<file path="config.mk">
export PLATFORM = sky130hd
export DESIGN_NAME = call_stack_unit
export DESIGN_NICKNAME = d
export VERILOG_FILES = /design/src/rtl/call_stack_unit.sv
export SDC_FILE = /design/constraint.sdc
export NUM_CORES = 1
export LEC_CHECK = 0
export BUFFER_PORTS_ARGS = -buffer_cell sky130_fd_sc_hd__buf_2
export CORE_MARGIN = 3
export CORE_UTILIZATION = 30
export CTS_CLUSTER_DIAMETER = 50
export DETAILED_ROUTE_END_ITERATION = 10
export PLACE_DENSITY = 0.55
export SKIP_LAST_GASP = 1
export SYNTH_ARGS = -nofsm -noshare
export SYNTH_HDL_FRONTEND = slang
export SYNTH_SLANG_ARGS = --single-unit
</file>
<file path="constraint.sdc">
create_clock -name i_clk -period 4.2 [get_ports i_clk]
set_input_delay 0.42 -clock i_clk [delete_from_list [all_inputs] [get_ports i_clk]]
set_output_delay 0.42 -clock i_clk [all_outputs]
set_load 0.02 [all_outputs]
</file>
<file path="src/rtl/call_stack_unit.sv">
// Parametrised return-address / operand LIFO built on a circular buffer.
// It supports optional wrap-on-full, replacing the top entry, flush, and sticky error flags.
module call_stack_unit #(
   parameter int WIDTH = 12,
   parameter int DEPTH = 8,
   parameter bit WRAP  = 1'b0
) (
   input  logic                       i_clk,
   input  logic                       i_reset,
   input  logic                       i_push,
   input  logic                       i_pop,
   input  logic                       i_flush,
   input  logic                       i_clear_err,
   input  logic [WIDTH-1:0]           i_data_in,
   output logic [WIDTH-1:0]           o_top,
   output logic [$clog2(DEPTH+1)-1:0] o_count,
   output logic                       o_empty,
   output logic                       o_full,
   output logic                       o_overflow,
   output logic                       o_underflow
);

   localparam int CW = $clog2(DEPTH + 1);
   localparam int PW = $clog2(DEPTH);

   logic [WIDTH-1:0] r_mem [DEPTH];
   logic [PW-1:0]    r_wp;
   logic [CW-1:0]    r_count;
   logic             r_overflow;
   logic             r_underflow;

   logic [PW-1:0]    w_wpInc;
   logic [PW-1:0]    w_wpDec;
   logic             w_empty;
   logic             w_full;
   logic             w_pushOnly;
   logic             w_popOnly;
   logic             w_replace;
   logic             w_advance;
   logic             w_retreat;
   logic             w_memWe;
   logic [PW-1:0]    w_memAddr;
   logic             w_ovfEvent;
   logic             w_unfEvent;

   // The pointers wrap explicitly, so DEPTH does not have to be a power of two.
   assign w_wpInc = (r_wp == PW'(DEPTH - 1)) ? '0 : r_wp + PW'(1);
   assign w_wpDec = (r_wp == '0) ? PW'(DEPTH - 1) : r_wp - PW'(1);

   assign w_empty = (r_count == '0);
   assign w_full  = (r_count == CW'(DEPTH));

   assign w_pushOnly = !i_flush && i_push && !i_pop;
   assign w_popOnly  = !i_flush && !i_pop ? 1'b0 : (!i_flush && !i_push);
   assign w_replace  = !i_flush && i_push && i_pop && !w_empty;

   // Push+pop on an empty stack degenerates to a plain push.
   assign w_advance  = (w_pushOnly && (!w_full || WRAP))
                    || (!i_flush && i_push && i_pop && w_empty);
   assign w_retreat  = w_popOnly && !w_empty;

   assign w_memWe    = w_advance || w_replace;
   assign w_memAddr  = w_replace ? w_wpDec : r_wp;

   assign w_ovfEvent = w_pushOnly && w_full;
   assign w_unfEvent = w_popOnly && w_empty;

   always_ff @(posedge i_clk) begin
      if (w_memWe) begin
         r_mem[w_memAddr] <= i_data_in;
      end
   end

   always_ff @(posedge i_clk or posedge i_reset) begin
      if (i_reset) begin
         r_wp        <= '0;
         r_count     <= '0;
         r_overflow  <= 1'b0;
         r_underflow <= 1'b0;
      end else begin
         if (i_flush) begin
            r_count <= '0;
         end else if (w_advance) begin
            r_wp <= w_wpInc;
            if (!w_full) begin
               r_count <= r_count + CW'(1);
            end
         end else if (w_retreat) begin
            r_wp    <= w_wpDec;
            r_count <= r_count - CW'(1);
         end
         // A new error event in the same cycle as clear_err keeps the flag set.
         r_overflow  <= w_ovfEvent || (r_overflow && !i_clear_err);
         r_underflow <= w_unfEvent || (r_underflow && !i_clear_err);
      end
   end

   assign o_top       = w_empty ? '0 : r_mem[w_wpDec];
   assign o_count     = r_count;
   assign o_empty     = w_empty;
   assign o_full      = w_full;
   assign o_overflow  = r_overflow;
   assign o_underflow = r_underflow;

endmodule

</file>
## Yosys cells after proc, flatten, opt, wreduce, memory -nomap -nowiden

Memories as Yosys holds them, arrays and structs flattened.
Cells that the tools add are included.

- Add/sub/neg operators: 4
- Bitwise operators: 1
- Reductions and logical operators: 29
- Muxes and demuxes: 13
- Equal/unequal tests: 3

Operators by type and width:

| cell | count |
|---|---|
| 2-to-1 mux 4 bit | 4 |
| 2-to-1 mux 3 bit | 5 |
| logical AND 1 bit | 13 |
| 2-to-1 mux 12 bit | 1 |
| logical NOT 1 bit | 6 |
| adder 4 x 1 -> 4 bit, second input constant | 1 |
| == test 4 bit, second input constant | 1 |
| logical NOT 4 bit | 1 |
| logical OR 1 bit | 4 |
| AND reduction 2 bit | 2 |
| subtractor 4 x 1 -> 4 bit, second input constant | 1 |
| adder 3 x 1 -> 3 bit, second input constant | 1 |
| == test 3 bit, second input constant | 1 |
| logical NOT 3 bit | 1 |
| 2-to-1 mux 1 bit | 3 |
| inequality test 3 bit, second input constant | 1 |
| nonzero test 3 bit | 1 |
| subtractor 3 x 1 -> 3 bit, second input constant | 1 |
| nonzero test 2 bit | 1 |
| NOT 1 bit | 1 |

- Word-level logic and storage cells: 55
- Output and inout bits: 20
- Bits in registers: 9
- Memories kept: 1
- Memory bits (writable): 96
- Bits of input ports: 18

Memory list:

| memory | words | bits a word | rd ports | clocked after memory_dff | wr ports | RTL line | text |
|---|---|---|---|---|---|---|---|
| r_mem | 8 | 12 | 1 | 0 | 1 | 26 | `logic [WIDTH-1:0] r_mem [DEPTH];` |

## Longest topological paths before layout

- Word-level depth: 8
- Gate-level depth with buffers: 8
- Mapped depth without buffers: 7

## Worst setup path after synthesis

No wires, ideal clock.

- Path type: register to register
- Start point: register r_wp[0]
- End point: memory r_mem[1][0], enable pin
- Arrival time: 2095 ps
- Library setup time: 380 ps
- Path slack: 1725 ps
- Cell stages (with the launch flop): 7
- Data required time: 3820 ps
- Buffers on the path: 2
- Period minus slack after synthesis: 2475 ps
- Cell sequence: dfrtp_1 > inv_1 > ha_1 > clkbuf_1 > clkbuf_1 > a31oi_1 > nor2_1

- Word-level cells in the longest chain between the ends: 3
- Elaborated cells on any way between the ends: 4
- Classes of those cells: 1 x add/sub; 2 x mux; 1 x reduce/logical

RTL lines:

| what | RTL line | text |
|---|---|---|
| start, declared | 27 | `logic [PW-1:0] r_wp;` |
| start signal, assigned | 84 | `r_wp <= w_wpInc;` |
| start signal, assigned | 89 | `r_wp <= w_wpDec;` |
| subtractor 3 x 1 -> 3 bit or logical NOT 3 bit (tied branches) | 48 | `assign w_wpDec = (r_wp == '0) ? PW'(DEPTH - 1) : r_wp - PW'(1);` |
| 2-to-1 mux 3 bit | 48 |  |
| 2-to-1 mux 3 bit (*) | 63 | `assign w_memAddr = w_replace ? w_wpDec : r_wp;` |
| end, declared | 26 |  |

Every way passes the cells marked *; elsewhere a longest branch is shown, timed or not.

## Worst setup path after layout

- Start point: register r_wp[0]
- End point: output port o_top[4]

- Word-level cells in the longest chain between the ends: 4
- Elaborated cells on any way between the ends: 5
- Classes of those cells: 1 x add/sub; 2 x mux; 1 x reduce/logical; 1 x memory

RTL lines:

| what | RTL line | text |
|---|---|---|
| subtractor 3 x 1 -> 3 bit or logical NOT 3 bit (tied branches) | 48 |  |
| 2-to-1 mux 3 bit (*) | 48 |  |
| memory read (8 x 12 bit) (*) | n/a |  |
| 2-to-1 mux 12 bit (*) | 98 | `assign o_top = w_empty ? '0 : r_mem[w_wpDec];` |
| end, declared | 15 | `output logic [WIDTH-1:0] o_top,` |

Marked as above.

==> out/results.txt <==
Outcome: complete, no violations
Vias/cell: 4.88
TritonCTS clock tree: built
Gate count after technology mapping: 263
Number of synthesized register bits: 105
Critical-path cell with the highest stage delay: sky130_fd_sc_hd__ha_1
Synth cell count leaders: sky130_fd_sc_hd__edfxtp_1 (96), sky130_fd_sc_hd__nand2_1 (29), sky130_fd_sc_hd__mux4_1 (16)
Share of the synthesized area in the top cell type: 63.2%
Maximum achievable frequency: 0.318 GHz
Initial Util: 31.0%
Num CTS Buffers: 9
Cell Count, Final, Fillers Out: 503
Area of the die: 16700 sq um
Required time at the worst-slack endpoint: 3.78 ns
Synthesized area divided by synthesized cell count: 17.3 sq um
Largest net degree at the start of global routing: 25
Fin nets: 337
Synth-to-layout area growth: 17.2%
Number of gates given a new drive strength after cts: 0
Mean routed wirelength per cell: 18.5 um
Sequential cell area fraction in the yosys report: 68.1%
Reg clk slew, reported paths: 0.07 ns
Critical path launch point type: flip-flop
Number of antenna violations at the first check in global routing: 1
Final-report max-slew violation count: 0
Maximum clock path buffer count: 2
Later-pin clock latency in the skew report: 0.35 ns
Clock sink count: 105
Post-placement cell count: 486
Number of buffer and inverter stages on the critical path: 3
Fill cell instance count of the final layout: 1369
Die Ht: 129 um
Shortest clock period the worst path allows after layout: 3.14 ns
Post-detailed-route count of antenna-violating nets: 0
Overall overflow remaining after global route: 0
Hold WS: 0.0356 ns
Placeable core area: 14700 sq um
Cell chosen for the clock root: sky130_fd_sc_hd__clkbuf_16
Quantity of I/O buffers inserted on ports: 37
Summed area of non-filler cells in the final layout: 5350 sq um
Worst-path fanout max: 15
Yosys Warn Count: 0
Number of global-route vias before repair: 2421
Count of unresolved DRC violations after routing: 0
Total Routing Usage GR: 11.7%
Global-route wire length before repair: 14.4 mm
Family with the most delay on the worst path: adder cells
Final wirelength: 9.31 mm
Setup bufs post-CTS: 0
Final sum of negative setup slack: 0 ns
Number of enable-type register cells in the synthesized netlist: 96
Max-cap check violation count: 0
Final HPWL from detailed placement: 5.60 mm
Critical path endpoint category: primary output
VDD IR max: 0.536 mV
Slew @ Worst Pin: 0.706 ns
Flip-flop cell with the highest count after synthesis: sky130_fd_sc_hd__edfxtp_1
Share of layout cells above drive strength 1: 26.7%
Static Leak: 0.00192 uW
Synthesized cell area: 4560 sq um
Number of distinct library cells after synthesis: 39
Number of rows created at floorplan: 44
Final setup margin: 1.06 ns
Critical Setup Path Class: flip-flop to primary output
Flop2flop setup slack: 1.46 ns
Count of hold-fix buffers inserted at cts: 0
Post-placement worst setup slack: 1.43 ns
Number of hold violations in the final report: 0
Critical path cell sequence: inv_1 -> ha_1 -> buf_4 -> mux4_1 -> nand2_1 -> a21oi_1 -> buf_2
Setup repair after global routing missed its margin: no
Post-synth ARST share: 8.57%
Post-route fraction of the period consumed by the critical path: 74.9%
Drt first-iter violations: 121
Arrival time worst endpoint: 2.72 ns
Count leader, synth: sky130_fd_sc_hd__edfxtp_1
Slowest cell delay on critical path: 0.77 ns
Via count: 2454
Library cell occupying the most area in the post-synthesis netlist: sky130_fd_sc_hd__edfxtp_1
Synth area leaders: sky130_fd_sc_hd__edfxtp_1 (63%), sky130_fd_sc_hd__mux4_1 (9.2%), sky130_fd_sc_hd__dfrtp_1 (4.9%)
Net count of the mapped netlist: 287
Path category of the worst min-delay check: input port to async pin
Count of endpoints failing setup in the final report: 0
Number of I/O pins: 38
Final weighted congestion in routability-driven placement: 0.752
Dpl cell area: 5000 sq um
Worst-case headroom to the max-slew limit: 53.0%
Clock H-tree levels: 3
Skew final: 0.0104 ns
1st-pass router iterations: 6
Power per standard cell area: 746 nW/um^2
Width of the die: 129 um
-- metrics by stage --
| step | utilization (%) | total power, uW |
|---|---|---|
| detailed placement | 34.0 | 3100 |
| global route | 36.4 | 4240 |
| finish | 36.4 | 3990 |
| CTS | 36.4 | 4060 |
| global placement | 34.0 | 3090 |
| floorplan | - | 2590 |
-- state kept, by name, indices dropped and copies added, names as in the netlist --
signal       flops
r_mem           96
o_count          4
r_wp             3
o_overflow       1
o_underflow      1
-- placed cells by master, fill, tap and decap left out, drive strengths merged, types with 9 or more instances in the layout --
cell and instances:
buf 50, a21oi 18, dfrtp 9, inv 10, nor3 9, nor2 14
clkbuf 9, edfxtp 96, mux4 24, nand2 29
-- logic make-up (layout without fill, tap and decap cells) --
family                     count (synthesis)  after routing  share of synthesized area [%]
AOI/OAI and AO/OA                         32             32                           4.58
xor gates and xnor gates                   3              3                          0.576
adders and majority gates                  7              7                           1.89
buffers and inverters                     19             74                           2.36
DFF                                      105            105                           68.1
muxes                                     32             32                           14.9
other                                      0              1                              0
and+or+nand+nor                           65             65                           7.52
-- cell type report --
| cell class | count | area (sq um) | share of cell area (%) |
|---|---|---|---|
| Antenna cell | 1 | 2.50 | 0.0468 |
| Clock buffer | 9 | 225 | 4.21 |
| Clock inverter | 7 | 121 | 2.27 |
| Inverter | 8 | 30.0 | 0.562 |
| Multi-Input combinational cell | 139 | 1350 | 25.2 |
| Sequential cell | 105 | 3110 | 58.1 |
| Tap cell | 184 | 230 | 4.31 |
| Timing Repair Buffer | 50 | 283 | 5.29 |
-- layer usage --
layer	wire length, um	up-vias	GRT usage (%)
met3	304	11	2.56
met5	0	-	0
met2	4330	52	18.5
met4	150	0	3.89
met1	4530	1250	16.0
li1	-	1141	-
-- worst register-to-register path, cell delays in order, from the launching register on --
cell,delay [ns]
sky130_fd_sc_hd__dfrtp_1,0.42
sky130_fd_sc_hd__inv_1,0.14
sky130_fd_sc_hd__ha_1,0.77
sky130_fd_sc_hd__a31oi_1,0.25
sky130_fd_sc_hd__nor2_1,0.54
sky130_fd_sc_hd__buf_4,0.33
-- worst paths after layout --
path                        startpoint          end  depth (start not counted)
setup / recovery               r_wp[0]     o_top[4]                          7
hold / removal                 i_reset   o_overflow                          2
setup reg to reg               r_wp[0]  r_mem[1][6]                          5
hold reg to reg            o_underflow  o_underflow                          2
max in group asynchronous      i_reset      r_wp[2]                          2
min in group i_clk         i_clear_err   o_overflow                          2
-- power by group --
part           total [uW]  internal (uW)  switching (uW)  leakage, uW
clock network         948            540             408     0.000168
registers            1330           1250            85.7     0.000980
logic                1710            693            1020     0.000777
No activity file was read; power rests on OpenSTA's default activity.
